==> config.mk <==
export PLATFORM = sky130hd
export DESIGN_NAME = mem_port_arbiter
export DESIGN_NICKNAME = d
export VERILOG_FILES = /design/src/rtl/mem_port_arbiter.sv
export SDC_FILE = /design/constraint.sdc
export NUM_CORES = 1
export LEC_CHECK = 0
export CAP_MARGIN = 20
export CORE_MARGIN = 1.5
export CORE_UTILIZATION = 44
export CTS_CLUSTER_SIZE = 40
export DETAILED_ROUTE_END_ITERATION = 12
export PLACE_DENSITY = 0.92
export SLEW_MARGIN = 20
export SYNTH_ARGS = -nofsm -noshare
export SYNTH_HDL_FRONTEND = slang
export SYNTH_SLANG_ARGS = --single-unit
==> constraint.sdc <==
create_clock -name clk -period 3.1 [get_ports clk]
set_clock_uncertainty 0.1 [all_clocks]
set_input_delay 0.62 -clock clk [delete_from_list [all_inputs] [get_ports clk]]
set_output_delay 0.62 -clock clk [all_outputs]
set_load 0.05 [all_outputs]
==> src/rtl/mem_port_arbiter.sv <==
// Arbitrates the fetch and load/store paths onto one single-ported memory.
// Each access runs IDLE -> ACCESS -> RESP with starvation and timeout guards.
module mem_port_arbiter #(
    parameter int MAX_DATA_STREAK = 4,
    parameter int TIMEOUT_CYCLES  = 255
) (
    input  logic        clk,
    input  logic        rst_n,
    input  logic        if_req_i,
    input  logic [31:0] if_addr_i,
    output logic [31:0] if_rdata_o,
    output logic        if_valid_o,
    input  logic        d_req_i,
    input  logic        d_we_i,
    input  logic [31:0] d_addr_i,
    input  logic [31:0] d_wdata_i,
    input  logic [2:0]  d_funct3_i,
    output logic [31:0] d_rdata_o,
    output logic        d_valid_o,
    output logic        m_req_o,
    output logic        m_we_o,
    output logic [31:0] m_addr_o,
    output logic [31:0] m_wdata_o,
    output logic [2:0]  m_funct3_o,
    input  logic        m_ready_i,
    input  logic [31:0] m_rdata_i,
    output logic        if_stall_o,
    output logic        d_stall_o,
    output logic        err_o,
    output logic        busy_o
);

    localparam int SW = $clog2(MAX_DATA_STREAK + 1);
    localparam int TW = $clog2(TIMEOUT_CYCLES + 1);

    typedef enum logic [1:0] {
        IDLE,
        ACCESS,
        RESP
    } state_t;

    state_t state;
    state_t state_nx;

    logic          owner_d;
    logic          err_q;
    logic [SW-1:0] streak;
    logic [TW-1:0] tcnt;
    logic          contested;
    logic          grant_d;
    logic          grant_i;
    logic          timeout_hit;

    always_ff @(posedge clk) begin
        if (rst_n) begin
            state <= IDLE;
        end else begin
            state <= state_nx;
        end
    end

    always_comb begin
        contested   = if_req_i & d_req_i;
        // Data normally wins; IF gets the slot once the streak is exhausted.
        grant_d     = d_req_i & ~(contested && streak == SW'(MAX_DATA_STREAK));
        grant_i     = if_req_i & ~grant_d;
        timeout_hit = ~m_ready_i && tcnt == TW'(TIMEOUT_CYCLES - 1);
        state_nx    = state;
        case (state)
            IDLE: begin
                if (grant_d || grant_i) begin
                    state_nx = ACCESS;
                end
            end
            ACCESS: begin
                if (m_ready_i || timeout_hit) begin
                    state_nx = RESP;
                end
            end
            RESP: begin
                state_nx = IDLE;
            end
            default: begin
                state_nx = IDLE;
            end
        endcase
    end

    always_comb begin
        m_req_o    = state == ACCESS;
        busy_o     = state != IDLE;
        if_valid_o = state == RESP && !owner_d;
        d_valid_o  = state == RESP && owner_d;
        err_o      = state == RESP && err_q;
        if_stall_o = if_req_i & ~if_valid_o;
        d_stall_o  = d_req_i & ~d_valid_o;
    end

    always_ff @(posedge clk) begin
        if (rst_n) begin
            owner_d    <= 1'b0;
            err_q      <= 1'b0;
            streak     <= '0;
            tcnt       <= '0;
            m_we_o     <= 1'b0;
            m_addr_o   <= '0;
            m_wdata_o  <= '0;
            m_funct3_o <= '0;
            if_rdata_o <= '0;
            d_rdata_o  <= '0;
        end else begin
            case (state)
                IDLE: begin
                    if (grant_d) begin
                        owner_d    <= 1'b1;
                        m_we_o     <= d_we_i;
                        m_addr_o   <= d_addr_i;
                        m_wdata_o  <= d_wdata_i;
                        m_funct3_o <= d_funct3_i;
                        tcnt       <= '0;
                        err_q      <= 1'b0;
                        if (!contested) begin
                            streak <= '0;
                        end else if (streak != SW'(MAX_DATA_STREAK)) begin
                            streak <= streak + SW'(1);
                        end
                    end else if (grant_i) begin
                        owner_d    <= 1'b0;
                        m_we_o     <= 1'b0;
                        m_addr_o   <= if_addr_i;
                        m_wdata_o  <= '0;
                        m_funct3_o <= 3'b010;
                        tcnt       <= '0;
                        err_q      <= 1'b0;
                        streak     <= '0;
                    end
                end
                ACCESS: begin
                    if (m_ready_i) begin
                        if (owner_d) begin
                            d_rdata_o <= m_we_o ? '0 : m_rdata_i;
                        end else begin
                            if_rdata_o <= m_rdata_i;
                        end
                    end else if (timeout_hit) begin
                        err_q <= 1'b1;
                        if (owner_d) begin
                            d_rdata_o <= '0;
                        end else begin
                            if_rdata_o <= '0;
                        end
                    end else begin
                        tcnt <= tcnt + TW'(1);
                    end
                end
                default: begin
                end
            endcase
        end
    end

endmodule

### Word-level counts from Yosys, hierarchy flattened

Cells that the tools add are included.

| storage, ports and cells | value |
|---|---|
| flip-flop bits (word level) | 147 |
| word-level logic and storage cells | 90 |

| cells by class | value |
|---|---|
| bitwise logic cells | 11 |
| muxes and demuxes | 34 |
| $add $sub $neg | 2 |
| equality and inequality tests | 12 |
| reduce and logical (&&, ||, !) cells | 20 |

Operators by type and width:

| kind | number |
|---|---|
| $mux W32 | 13 |
| $mux W8 | 4 |
| $mux W3 | 6 |
| $pmux W8 S2 | 1 |
| $reduce_and A3 Y1 | 3 |
| $add A8 B1 Y8 const B | 1 |
| $eq A8 B8 Y1 const B | 1 |
| $reduce_and A4 Y1 | 2 |
| $reduce_bool A2 Y1 | 4 |
| $mux W1 | 6 |
| $ne A2 B2 Y1 const B | 3 |
| $ne A3 B3 Y1 const B | 2 |
| $not A1 Y1 | 6 |
| $and A1 B1 Y1 | 5 |
| $logic_and A1 B1 Y1 | 5 |
| $mux W2 | 2 |
| $ne A2 B1 Y1 const B | 2 |
| $pmux W2 S2 | 1 |
| $reduce_and A2 Y1 | 2 |
| $add A3 B1 Y3 const B | 1 |
| $eq A3 B3 Y1 const B | 1 |
| $ne A3 B2 Y1 const B | 1 |
| $eq A2 B1 Y1 const B | 1 |
| $eq A2 B2 Y1 const B | 1 |
| 4 further kinds | 5 |

### Logic depth before layout (Yosys ltp)

| depth | value |
|---|---|
| depth after elaboration | 9 |
| mapped depth | 8 |

### Worst setup path after synthesis

No wires, ideal clock.

| timing path | value |
|---|---|
| kind | input to output |
| start point | input port d_req_i |
| end point | output port d_stall_o |
| stages on the path | 3 |
| path slack | 0.578 ns |
| arrival time | 1.802 ns |
| path buffers | 2 |
| path through | buf_2 > clkbuf_1 > nor2b_1 |

| on the way | value |
|---|---|
| word-level cells in the longest chain between the ends | 1 |

RTL lines:

| element | RTL line | source |
|---|---|---|
| from (decl) | 13 | `input logic d_req_i,` |
| $and A1 B1 Y1 | 96 | `d_stall_o = d_req_i & ~d_valid_o;` |
| to (decl) | 28 | `output logic d_stall_o,` |

No other way between the ends.

### Worst setup path in the final report

| timing path | value |
|---|---|
| start point | register owner_d |
| end point | output port d_valid_o |

| on the way | value |
|---|---|
| word-level cells in the longest chain between the ends | 1 |

RTL lines:

| element | RTL line | source |
|---|---|---|
| from (decl) | 45 | `logic owner_d;` |
| from (signal assigned) | 101 | `owner_d <= 1'b0;` |
| from (signal assigned) | 115 | `owner_d <= 1'b1;` |
| from (signal assigned) | 128 | `owner_d <= 1'b0;` |
| $logic_and A1 B1 Y1 | 93 | `d_valid_o = state == RESP && owner_d;` |
| to (decl) | 19 | `output logic d_valid_o,` |

No other way between the ends.

==> results by group <==
Floorplanning
  • Die Y: 118.3 um
  • DIE AREA: 0.01400 mm^2
  • Core Rows: 41
  • CORE AREA: 0.01277 mm^2
  • Initial Utilization: 0.4582
  • # IOs: 276
  • Die Width: 118.3 um

CTS
  • Num CTS Buffers: 17
  • Postcts setup bufs: 0
  • Cts repair resizes: 0
  • # H-tree levels: 4
  • Clk pin slew, worst setup/hold paths: 0.06 ns
  • CTS tree: done
  • Clk Tree Root Cell: clkbuf_16
  • Clk sinks: 147
  • Latest clock arrival within the worst-skew pair: 0.42 ns
  • Worst-case clock buffer depth: 2
  • Hold Buf Count CTS: 0

Worst hold path
  • Hold Crit Depth: 2
  • Hold Startpoint: if_rdata_o[27]$_SDFFE_PP0P_
  • Worst hold endpoint: if_rdata_o[27]$_SDFFE_PP0P_
  • Worst Hold Class: flip-flop to flip-flop

STA
  • Worst Tran Pin Value: 0.7177 ns
  • Worst slew margin: 0.5215
  • Hold Violations, Final: 0
  • Fin Setup TNS: 0 ns
  • Final Worst Setup Slack: 0.2313 ns
  • Fin crit period: 2.869 ns
  • # setup viols final: 0
  • Peak Freq: 0.3486 GHz
  • Slew Viols, Final: 0
  • RSZ-0062 raised after global routing: no
  • Final Cycle Share: 0.9254

Worst setup path
  • Worst reg-to-reg path cell count: 5
  • CP Cell Sequence: and2_1 > clkdlybuf4s50_1
  • Critical Path AT: 2.15 ns
  • Crit-path max FO: 21
  • R2r endpoint: d_rdata_o[14]$_SDFFE_PP0P_
  • Slowest cell delay on critical path: 0.87 ns
  • Crit. End Element: primary output
  • Reg2Reg Setup Slack: 0.71 ns
  • CP delay by family, top: buffers and inverters
  • Crit path max-delay cell type: clkdlybuf4s50_1
  • Crit path buffers/inverters: 1
  • Crit start category: flip-flop
  • Critical path class: flip-flop to primary output
  • Req. time, crit path: 2.38 ns
  • Reg2Reg Launch Point: owner_d$_SDFFE_PP0P_

GRT
  • Largest net degree at the start of global routing: 71
  • First-pass GRT wire length: 30840 um
  • Initial antenna violation count: 0
  • Vias in the first global route: 5862
  • Total Routing Usage GR: 0.2756
  • Gr ovfl total: 0

Drt
  • DRC errors left: 0
  • First-pass DRT Iterations: 5
  • Antenna-violating nets left: 0
  • Drt via density: 5.622
  • Drt wl/cell: 18.01 um
  • Routed WL: 19530 um
  • Vias: 6094
  • DRT iter0 DRCs: 555

Pwr
  • PwrDens: 580.2 mW/mm^2
  • Peak VDD IR: 0.4428 mV
  • Leakage: 3.321 nW

Placed design
  • Cell total after placement: 1052
  • Worst Setup Slack post-DPL: 0.4203 ns
  • Dpl hpwl: 13350 um
  • # port buffers: 275
  • Placer Congestion: 0.8808

Synth
  • Synth Warn #: 0
  • Syn Area/Cell: 8.909 um^2
  • Distinct cells, synth: 35
  • Synth Register Bits: 147
  • Netlist Area Pre-Place: 0.005853 mm^2
  • Mapped Cells: 657
  • Register area share after synthesis: 0.5028
  • Post-synth net total: 798

Finish
  • Layout cell share with drive strength beyond 1: 0.06360
  • Final std cells w/o fill: 1084
  • Filler instances: 874
  • Post-layout net count: 1040
  • Area Growth Syn to Fin: 59.66%
  • N_diodes: 0

Status
  • Status: finished clean

Run
  • Max-cap viol count: 0
[cell families after synthesis]
kind of cell | Yosys count | share of synthesized area
buffers and inverters | 74 | 0.05472
DFF | 147 | 0.5028
and+or+nand+nor | 212 | 0.1627
AOI/OAI and AO/OA | 220 | 0.2713
adders and majority gates | 4 | 0.008551
[registers in the layout, indices dropped and copies added, names as in the netlist]
register and count:
d_rdata_o 32, if_rdata_o 32, m_addr_o 32, m_wdata_o 32
tcnt 8, m_funct3_o 3, streak 3, state 2
err_q 1, m_we_o 1, owner_d 1
[final cells by class]
class                   count  area [um^2]  area share
repair buffers            290         2918      0.3122
well taps                 172        215.2     0.02303
clock inverters             9        151.4     0.01620
clock buffers              23        478.0     0.05114
inverters                   7        26.28    0.002812
flip-flops and latches    147         2944      0.3150
multi-input cells         436         2613      0.2796
[per-layer routing]
| layer | up-vias | routed length, um | global-route usage |
|---|---|---|---|
| met5 | - | 0 | 0 |
| met4 | 0 | 823 | 0.1479 |
| met3 | 54 | 1527 | 0.07384 |
| met2 | 288 | 9456 | 0.4571 |
| met1 | 2834 | 7721 | 0.3243 |
| li1 | 2918 | - | - |
[report_power, final]
group | switching (mW) | leakage [nW] | internal [mW]
clock | 0.774 | 0.307 | 1.41
sequential | 0.0694 | 1.20 | 2.00
combinational | 0.719 | 1.81 | 0.451
[worst register-to-register path, stage by stage (launching register included)]
cell and delay (ns):
dfxtp_2 0.61, buf_4 0.54, nor3b_2 0.33, buf_12 0.29, a21oi_1 0.15, a311oi_1 0.27
[through the flow]
step	hold slack (ns)	cell area (um^2)	util	power [mW]
after floorplan	0.3167	5853	-	2.771
after global placement	0.3318	8716	0.6823	3.251
after detailed placement	0.3606	8716	0.6823	3.268
after CTS	0.3677	9345	0.7316	5.443
after global routing	0.3842	9345	0.7316	5.607
final	0.3672	9345	0.7316	5.422
[worst max path at each step]
stage / end / cells after the start / start / slack, ns
after floorplan: d_stall_o / 3 / d_req_i / 0.58
after global placement: m_wdata_o[28]$_SDFFE_PP0P_ / 6 / if_req_i / 0.53
after detailed placement: m_addr_o[23]$_SDFFE_PP0P_ / 6 / d_req_i / 0.42
after CTS: if_valid_o / 3 / state[1]$_SDFFE_PP0P_ / 0.22
after global routing: if_valid_o / 3 / state[1]$_SDFFE_PP0P_ / 0.17
final: d_valid_o / 2 / owner_d$_SDFFE_PP0P_ / 0.23
[cells in the final DEF (no fill, tap or decap), types with 2 or more instances in the layout]
cell type	instances
and4_1	2
nor2_1	35
buf_12	5
and2_1	2
dfxtp_1	146
nand2_1	104
and3_4	2
nor2_2	2
clkinv_2	3
clkbuf_8	3
a311oi_1	64
clkbuf_16	17
clkdlybuf4s50_1	271
o21ai_0	3
nand3_1	38
bufinv_16	4
o31ai_1	37
nor3b_2	2
and3_1	2
a21oi_1	72
a22o_1	35
o21a_1	3
nor3_1	5
or4_1	7
ha_1	4
nor2b_1	5
buf_4	14
inv_1	7
clkbuf_1	3
[Yosys cell counts]
cell,number,share of area
clkbuf_1,40,0.026
nor4_1,1,0.0011
and2_1,3,0.0032
a21oi_2,1,0.0015
nand2_1,104,0.067
nand3b_1,1,0.0013
o31ai_1,37,0.047
a21oi_1,73,0.062
a22o_1,35,0.052
or4_1,7,0.0090
o21ai_0,3,0.0026
nor3b_2,1,0.0021
nand2b_1,1,0.0011
and3_4,2,0.0038
buf_4,1,0.0013
and4_1,2,0.0030
nand4_1,1,0.0011
dfxtp_1,147,0.50
nor2_1,37,0.024
nor2b_1,5,0.0053
ha_1,4,0.0086
inv_1,7,0.0045
a311oi_1,64,0.096
nor3_1,5,0.0043
and3_1,2,0.0021
or2_1,1,0.0011
a21o_1,1,0.0013
o31a_1,1,0.0015
a31oi_1,1,0.0011
nand3_1,38,0.032
a41oi_1,1,0.0015
o21a_1,3,0.0038
buf_2,25,0.021
buf_6,1,0.0019
nor3b_1,1,0.0013
No activity file was read; power rests on OpenSTA's default activity.
